## src/rtl/qed_dup_buffer_if.sv

```systemverilog
// Fetch-side bundle between the IFU QED tap, the duplication buffer and the QED instruction mux.
interface qed_dup_buffer_if #(
  parameter int unsigned IWIDTH = 32,
  parameter int unsigned CW     = 8
);
  logic              exec_dup;
  logic              if_stall;
  logic              flush;
  logic [IWIDTH-1:0] ifu_qed_instruction;
  logic [IWIDTH-1:0] qic_qimux_instruction;
  logic              vld_out;
  logic [CW-1:0]     count;
  logic              full;
  logic              empty;
  logic              overflow;
  logic              parity_err;

  modport master (
    output exec_dup, if_stall, flush, ifu_qed_instruction,
    input  qic_qimux_instruction, vld_out, count, full, empty, overflow, parity_err
  );

  modport slave (
    input  exec_dup, if_stall, flush, ifu_qed_instruction,
    output qic_qimux_instruction, vld_out, count, full, empty, overflow, parity_err
  );
endinterface

```

## src/rtl/qed_dup_buffer.sv

```systemverilog
// QED instruction duplication buffer: records non-NOP fetches in original mode, replays them in duplicate mode.
// Optional per-entry even parity with sticky parity_err when QED_DUP_BUF_PARITY_EN is defined.
module qed_dup_buffer #(
  parameter int unsigned IWIDTH  = 32,
  parameter int unsigned DEPTH   = 128,
  parameter logic [6:0]  NOP_OPC = 7'h7F
) (
  input logic              clk,
  input logic              rst_n,
  qed_dup_buffer_if.slave  bus
);
  localparam int unsigned AW = $clog2(DEPTH);
  localparam int unsigned CW = AW + 1;
`ifdef QED_DUP_BUF_PARITY_EN
  localparam int unsigned MW = IWIDTH + 1;
`else
  localparam int unsigned MW = IWIDTH;
`endif

  logic [MW-1:0] mem [DEPTH];
  logic [AW:0]   head_q;
  logic [AW:0]   tail_q;
  logic          overflow_q;
  logic [MW-1:0] rd_entry_c;
  logic [MW-1:0] wr_entry_c;
  logic          is_nop_c;
  logic          active_c;
  logic          full_c;
  logic          empty_c;
  logic          push_c;
  logic          pop_c;
  logic          drop_c;

  // Wrap bit distinguishes full from empty so every slot is usable.
  always_comb begin
    is_nop_c = (bus.ifu_qed_instruction[6:0] == NOP_OPC);
    active_c = ~bus.flush & ~bus.if_stall;
    full_c   = (head_q[AW-1:0] == tail_q[AW-1:0]) && (head_q[AW] != tail_q[AW]);
    empty_c  = (head_q == tail_q);
    push_c   = active_c & ~bus.exec_dup & ~is_nop_c & ~full_c;
    pop_c    = active_c &  bus.exec_dup & ~empty_c;
    drop_c   = active_c & ~bus.exec_dup & ~is_nop_c &  full_c;
    rd_entry_c = mem[head_q[AW-1:0]];
`ifdef QED_DUP_BUF_PARITY_EN
    wr_entry_c = {^bus.ifu_qed_instruction, bus.ifu_qed_instruction};
`else
    wr_entry_c = bus.ifu_qed_instruction;
`endif
  end

  always_ff @(posedge clk) begin
    if (push_c) mem[tail_q[AW-1:0]] <= wr_entry_c;
  end

  always_ff @(posedge clk or negedge rst_n) begin
    if (!rst_n) begin
      head_q     <= '0;
      tail_q     <= '0;
      overflow_q <= 1'b0;
    end else if (bus.flush) begin
      head_q     <= '0;
      tail_q     <= '0;
      overflow_q <= 1'b0;
    end else begin
      if (push_c) tail_q <= tail_q + (AW+1)'(1);
      if (pop_c)  head_q <= head_q + (AW+1)'(1);
      if (drop_c) overflow_q <= 1'b1;
    end
  end

`ifdef QED_DUP_BUF_PARITY_EN
  logic parity_err_q;

  // Data plus stored even-parity bit must XOR to zero on a clean entry.
  always_ff @(posedge clk or negedge rst_n) begin
    if (!rst_n)                     parity_err_q <= 1'b0;
    else if (bus.flush)             parity_err_q <= 1'b0;
    else if (pop_c && ^rd_entry_c)  parity_err_q <= 1'b1;
  end

  assign bus.parity_err = parity_err_q;
`else
  assign bus.parity_err = 1'b0;
`endif

  assign bus.qic_qimux_instruction = push_c ? bus.ifu_qed_instruction :
                                     pop_c  ? rd_entry_c[IWIDTH-1:0]  :
                                              IWIDTH'(NOP_OPC);
  assign bus.vld_out  = push_c | pop_c;
  assign bus.count    = CW'(tail_q - head_q);
  assign bus.full     = full_c;
  assign bus.empty    = empty_c;
  assign bus.overflow = overflow_q;
endmodule

```

## src/flat_wrapper.sv

```systemverilog
// flat-port wrapper written by rule: the top's interface ports become plain ports
module qed_dup_buffer_flat 
#(
  parameter int unsigned IWIDTH  = 32,
  parameter int unsigned DEPTH   = 128,
  parameter logic [6:0]  NOP_OPC = 7'h7F
)
  (clk, rst_n, bus_exec_dup, bus_if_stall, bus_flush, bus_ifu_qed_instruction, bus_qic_qimux_instruction, bus_vld_out, bus_count, bus_full, bus_empty, bus_overflow, bus_parity_err);
  qed_dup_buffer_if #(.IWIDTH(IWIDTH)) bus_i ();
  input logic clk;
  input logic rst_n;
  input wire logic [$bits(bus_i.exec_dup)-1:0] bus_exec_dup;
  input wire logic [$bits(bus_i.if_stall)-1:0] bus_if_stall;
  input wire logic [$bits(bus_i.flush)-1:0] bus_flush;
  input wire logic [$bits(bus_i.ifu_qed_instruction)-1:0] bus_ifu_qed_instruction;
  output wire logic [$bits(bus_i.qic_qimux_instruction)-1:0] bus_qic_qimux_instruction;
  output wire logic [$bits(bus_i.vld_out)-1:0] bus_vld_out;
  output wire logic [$bits(bus_i.count)-1:0] bus_count;
  output wire logic [$bits(bus_i.full)-1:0] bus_full;
  output wire logic [$bits(bus_i.empty)-1:0] bus_empty;
  output wire logic [$bits(bus_i.overflow)-1:0] bus_overflow;
  output wire logic [$bits(bus_i.parity_err)-1:0] bus_parity_err;
  assign bus_i.exec_dup = bus_exec_dup;
  assign bus_i.if_stall = bus_if_stall;
  assign bus_i.flush = bus_flush;
  assign bus_i.ifu_qed_instruction = bus_ifu_qed_instruction;
  assign bus_qic_qimux_instruction = bus_i.qic_qimux_instruction;
  assign bus_vld_out = bus_i.vld_out;
  assign bus_count = bus_i.count;
  assign bus_full = bus_i.full;
  assign bus_empty = bus_i.empty;
  assign bus_overflow = bus_i.overflow;
  assign bus_parity_err = bus_i.parity_err;
  qed_dup_buffer #(.IWIDTH(IWIDTH), .DEPTH(DEPTH), .NOP_OPC(NOP_OPC)) u_core (.clk(clk), .rst_n(rst_n), .bus(bus_i));
endmodule
```

## config.mk

```make
export PLATFORM = sky130hd
export DESIGN_NAME = qed_dup_buffer_flat
export DESIGN_NICKNAME = d
export VERILOG_FILES = /design/src/rtl/qed_dup_buffer_if.sv /design/src/rtl/qed_dup_buffer.sv /design/src/flat_wrapper.sv
export SDC_FILE = /design/constraint.sdc
export NUM_CORES = 2
export LEC_CHECK = 0
export CORE_ASPECT_RATIO = 0.6
export CORE_MARGIN = 2
export CORE_UTILIZATION = 45
export DETAILED_ROUTE_END_ITERATION = 10
export PLACE_DENSITY_LB_ADDON = 0.25
export SLEW_MARGIN = 5
export SYNTH_ARGS = -nofsm -noshare
export SYNTH_HDL_FRONTEND = slang
export SYNTH_SLANG_ARGS = --single-unit
```

## constraint.sdc

```tcl
create_clock -name clk -period 5.1 [get_ports clk]
set_input_delay 1.53 -clock clk [delete_from_list [all_inputs] [get_ports clk]]
set_output_delay 1.53 -clock clk [all_outputs]
set_load 0.005 [all_outputs]
```

## Word level (Yosys, flattened, before mapping)

Memories as Yosys holds them, arrays and structs flattened.
Cells that the tools add are included.

- Flip-flop bits (word level): 17
- RAM bits: 4096
- Input port bits: 37
- Word-level logic and storage cells: 39
- Memories kept: 1

- Add/subtract/negate cells: 3
- Equality and inequality tests: 4
- Muxes and demuxes: 10
- Bitwise operators: 14
- Reductions and logical operators: 4

Memories:

| name | words | width | read ports | clocked after memory_dff | wr ports | line | source |
|---|---|---|---|---|---|---|---|
| u_core.mem | 128 | 32 | 1 | 0 | 1 | qed_dup_buffer.sv:20 | `logic [MW-1:0] mem [DEPTH];` |

Operators by type and width:

| kind | number |
|---|---|
| 32-bit 2-to-1 mux | 2 |
| 8-bit 2-to-1 mux | 4 |
| 8-bit by 1-bit adder with 8-bit output (second input constant) | 2 |
| 8-bit equality test | 1 |
| 8-bit subtractor | 1 |
| 1-bit bitwise AND | 7 |
| 7-bit equality test | 1 |
| 7-bit equality test (second input constant) | 1 |
| 1-bit inverter | 6 |
| 2-bit nonzero test | 3 |
| 1-bit 2-to-1 mux | 4 |
| 1-bit logical AND | 1 |
| 1-bit inequality test | 1 |
| 1-bit bitwise OR | 1 |

## Logic depth before layout (Yosys ltp)

- Depth after elaboration: 7
- Mapped depth: 16
- Gate-level depth less buffers: 9

## Worst setup path after synthesis

Ideal clock, no wire load.

- Kind: reg2reg
- Start: reg u_core.head_q[3]
- End: mem u_core.mem[91][0] in the netlist's numbering (enable)
- Data arrival time: 4.877 ns
- Path slack: -0.198 ns
- Stages on the path, launching flop included: 16
- Buffers on the path: 7
- Clock period less this slack: 5.298 ns
- Cells stage by stage: dfrtp_1 -> inv_1 -> buf_2 -> buf_2 -> clkbuf_1 -> buf_2 -> ha_1 -> and3_1 -> and3b_1 -> clkbuf_1 -> or3_1 -> buf_2 -> nor2_1 -> nand3_1 -> clkbuf_1 -> nor2_1

- Cells in the longest elaborated chain, start to end: 6

RTL lines:

| element | line | source |
|---|---|---|
| start: declaration | qed_dup_buffer.sv:21 | `logic [AW:0] head_q;` |
| start signal: assignment | qed_dup_buffer.sv:66 | `if (pop_c) head_q <= head_q + (AW+1)'(1);` |
| 7-bit equality test | qed_dup_buffer.sv:38 | `full_c = (head_q[AW-1:0] == tail_q[AW-1:0]) && (head_q[AW] != tail_q[AW]);` |
| 1-bit logical AND | qed_dup_buffer.sv:38 |  |
| net bus_full | flat_wrapper.sv:19 | `output wire logic [$bits(bus_i.full)-1:0] bus_full;` |
| 1-bit inverter | qed_dup_buffer.sv:40 | `push_c = active_c & ~bus.exec_dup & ~is_nop_c & ~full_c;` |
| 1-bit bitwise AND | qed_dup_buffer.sv:40 |  |
| 1-bit 2-to-1 mux | qed_dup_buffer.sv:52 | `if (push_c) mem[tail_q[AW-1:0]] <= wr_entry_c;` |
| 1-bit 2-to-1 mux (implied by the code) | qed_dup_buffer.sv:52 |  |
| end: declaration | qed_dup_buffer.sv:20 |  |

The timed path passes the listed nets, and every way through them passes these cells.

## Final worst setup path

- Start: reg u_core.head_q[0]
- End: out bus_qic_qimux_instruction[18]

- Cells in the longest elaborated chain, start to end: 5
- Elaborated cells between the ends (all ways): 10
- Classes of those cells: 2 x eq/ne; 2 x mux; 4 x bitwise; 1 x reduce/logical; 1 x memory

RTL lines:

| element | line | source |
|---|---|---|
| branches (longest 4 deep; another with memory 128 x 32 bit) | -- |  |
| 32-bit 2-to-1 mux (*) | qed_dup_buffer.sv:86 | `assign bus.qic_qimux_instruction = push_c ? bus.ifu_qed_instruction :` |
| end: declaration | flat_wrapper.sv:16 | `output wire logic [$bits(bus_i.qic_qimux_instruction)-1:0] bus_qic_qimux_instruction;` |

Every way passes the cells marked *.

==> flow_summary.json <==
{
  "timing.rr.start": "u_core.head_q[0]",
  "yosys.cell_count.top_type": "edfxtp_1",
  "timing.final.ws_setup_ps": -852,
  "max_cap_violations": 0,
  "htree_levels": 5,
  "dieWidth_um": 770,
  "hold_viol": 0,
  "cts_root_buf": "clkbuf_16",
  "p_per_area_nw_per_um2": 348,
  "core_area_um2": 350000,
  "wl_mm": 525,
  "placedCellCount": 12438,
  "setup_tns_ps": -23020,
  "status": "complete, but fails checks",
  "start_util": 0.453,
  "clockBufferDepth": 4,
  "grt_use_total": 0.290,
  "synthCells": 7036,
  "rr_worst_depth": 15,
  "post-route-cell-area_um2": 192000,
  "hpwl_mm": 325,
  "required_ps": 3570,
  "drt_iter0_drc": 16275,
  "max_freq_mhz": 168,
  "end_kind": "output port",
  "ys.warnings.count": 0,
  "grt_pass1_wl_mm": 708,
  "worstHoldPathCells": 2,
  "fillers": 25989,
  "synthTopCellsByCount": "4096 x edfxtp_1, 978 x mux4_2, 346 x mux2i_1",
  "cts_buffers": 367,
  "syn_avg_cell_area_um2": 22.5,
  "fin_nets": 8420,
  "utilization": 0.550,
  "crit_arrival_ps": 4420,
  "synth_top_flop_cell": "edfxtp_1",
  "place_area_um2": 175000,
  "reg2reg_to": "u_core.mem[85][19]",
  "ios": 82,
  "place_congestion": 0.960,
  "slew_headroom": 0.103,
  "grt_overflow_total": 0,
  "first_global_vias": 81632,
  "period_share": 1.17,
  "synth-edff-count": 4096,
  "yosysUniqueCellTypes": 72,
  "synthTopCellsByArea": "edfxtp_1 78%, mux4_2 14%, mux2i_1 2.2%, nor2_1 0.54%, buf_6 0.45%",
  "synthArstFlopShare": 0.00413,
  "min-delay-path-class": "reg2reg",
  "yosysSeqAreaShare": 0.779,
  "slew_violations": 0,
  "place_ws_ps": -1420,
  "violations": "negative setup slack",
  "die_h_um": 463,
  "ir_drop_mv": 0.360,
  "clock_skew_ps": 54.6,
  "clk_pin_slew_ps": 70,
  "yosys.area.top_type": "edfxtp_1",
  "syn_nets": 7083,
  "synth_area_um2": 158000,
  "setup-violations-final": 36,
  "fin_cells": 13342,
  "grt_max_degree": 97,
  "synth_top_area_share": 0.777,
  "criticalPathCategory": "reg2out",
  "critPathMaxFanout": 5,
  "post_drt_wl_per_cell_um": 39.3,
  "antenna_found_initial": 38,
  "rsz0062_at_grt": "yes",
  "synth-seq-cells": 4113,
  "power.total_mw": 67.0,
  "dieArea_um2": 357000,
  "io_buffers": 80,
  "drt_first_pass_iters": 6,
  "whs_ps": 504,
  "postRouteAntennaNets": 0,
  "cts_tree": "yes",
  "hold_end": "u_core.bus.overflow",
  "layout-drive-gt1-share": 0.377,
  "ff2ff_setup_slack_ps": 720,
  "row_count": 168,
  "cp-start-kind": "flip-flop",
  "routed_via_density": 6.47,
  "clock_latency_ps": 970,
  "leakagePower_nw": 60.0,
  "hp-start": "u_core.bus.overflow",
  "via_count": 86352,
  "layout_min_cycle_time_ps": 5950,
  "drc_errors": 0,
  "syn2layout_area_growth_pct": 21.4,
  "clkSinkCount": 4113,
  "tightest_slew_ps": 1350
}
worst max path at each step:
stage                           startpoint                            end  slack [ps]  depth (start not counted)
final                     u_core.head_q[0]  bus_qic_qimux_instruction[18]        -850                         12
after global routing      u_core.head_q[0]  bus_qic_qimux_instruction[18]        -890                         12
after CTS                 u_core.head_q[0]  bus_qic_qimux_instruction[28]        -890                         14
after detailed placement      bus_exec_dup  bus_qic_qimux_instruction[11]       -1420                         10
after global placement        bus_exec_dup  bus_qic_qimux_instruction[21]       -1450                         10
after floorplan           u_core.head_q[3]              u_core.mem[91][0]        -200                         15
layout make-up:
cell class | count | area [µm²] | area share
inverters | 11 | 57.6 | 0.000299
clock buffers | 464 | 9690 | 0.0504
repair buffers | 1371 | 15800 | 0.0821
well taps | 4675 | 5850 | 0.0304
diodes | 17 | 42.5 | 0.000221
flip-flops and latches | 4113 | 123000 | 0.642
multi-input cells | 2509 | 35600 | 0.185
clock inverters | 182 | 1730 | 0.00901
cells in the final DEF (no fill, tap or decap), types with 18 or more instances in the layout:
cell type and instances:
buf_4 834, o221ai_1 45, buf_16 42, buf_6 109
a221oi_2 24, a21oi_1 93, a211oi_1 18, o21ai_0 58
nand2_1 168, bufinv_16 30, buf_2 24, a21oi_2 23
buf_12 296, mux2i_1 333, clkinv_2 42, mux4_2 978
clkbuf_1 90, o21ai_1 24, clkbuf_16 376, a221oi_1 33
nand3_1 24, clkinv_1 84, nor2_1 68, a22oi_1 33
buf_8 39, nor2_4 145, edfxtp_1 4096, o22ai_1 47
a22oi_2 27
worst max-delay path, stage by stage, from the launching register on:
cell and delay [ps]:
dfrtp_4 560, buf_6 170, buf_12 160, buf_16 140
buf_8 110, buf_6 100, mux4_2 510, mux4_2 680
mux2i_1 220, buf_4 200, nor3_2 50, or3_4 380
buf_6 130
metal layers:
layer | vias to the layer above | GRT usage | share of wire
met2 | 6605 | 0.392 | 0.41
li1 | 32710 | - | -
met4 | 6 | 0.0899 | 0.037
met3 | 839 | 0.117 | 0.16
met1 | 46192 | 0.431 | 0.39
met5 | - | 0 | 0.000074
where the power goes:
part | internal, mW | switching [mW] | leakage, nW
clock | 15.0 | 12.5 | 5.53
combinational | 0.914 | 1.47 | 17.4
sequential | 37.2 | 0.00477 | 37.0
total | 53.0 | 13.9 | 60.0
state kept, by name, indices dropped and copies added (netlist names):
signal	cells
u_core.bus.overflow	1
u_core.head_q	8
u_core.mem	4096
u_core.tail_q	8
cell families after synthesis:
group                      count (synthesis)  synth area share
DFF                                     4113             0.779
buffers and inverters                    414            0.0159
xor gates and xnor gates                  18          0.000996
AOI/OAI and AO/OA                        608            0.0265
muxes                                   1336             0.162
other                                      1         0.0000237
and+or+nand+nor                          536            0.0144
adders and majority gates                 10          0.000838
what timing repair did:
action,CTS,global route
hold buffers,0,0
gates cloned,29,3
buffers inserted,207,55
gates resized for setup,695,179
pin swaps,121,93
endpoints found under the setup margin,39,36
Power figures use the tool's default switching activity.
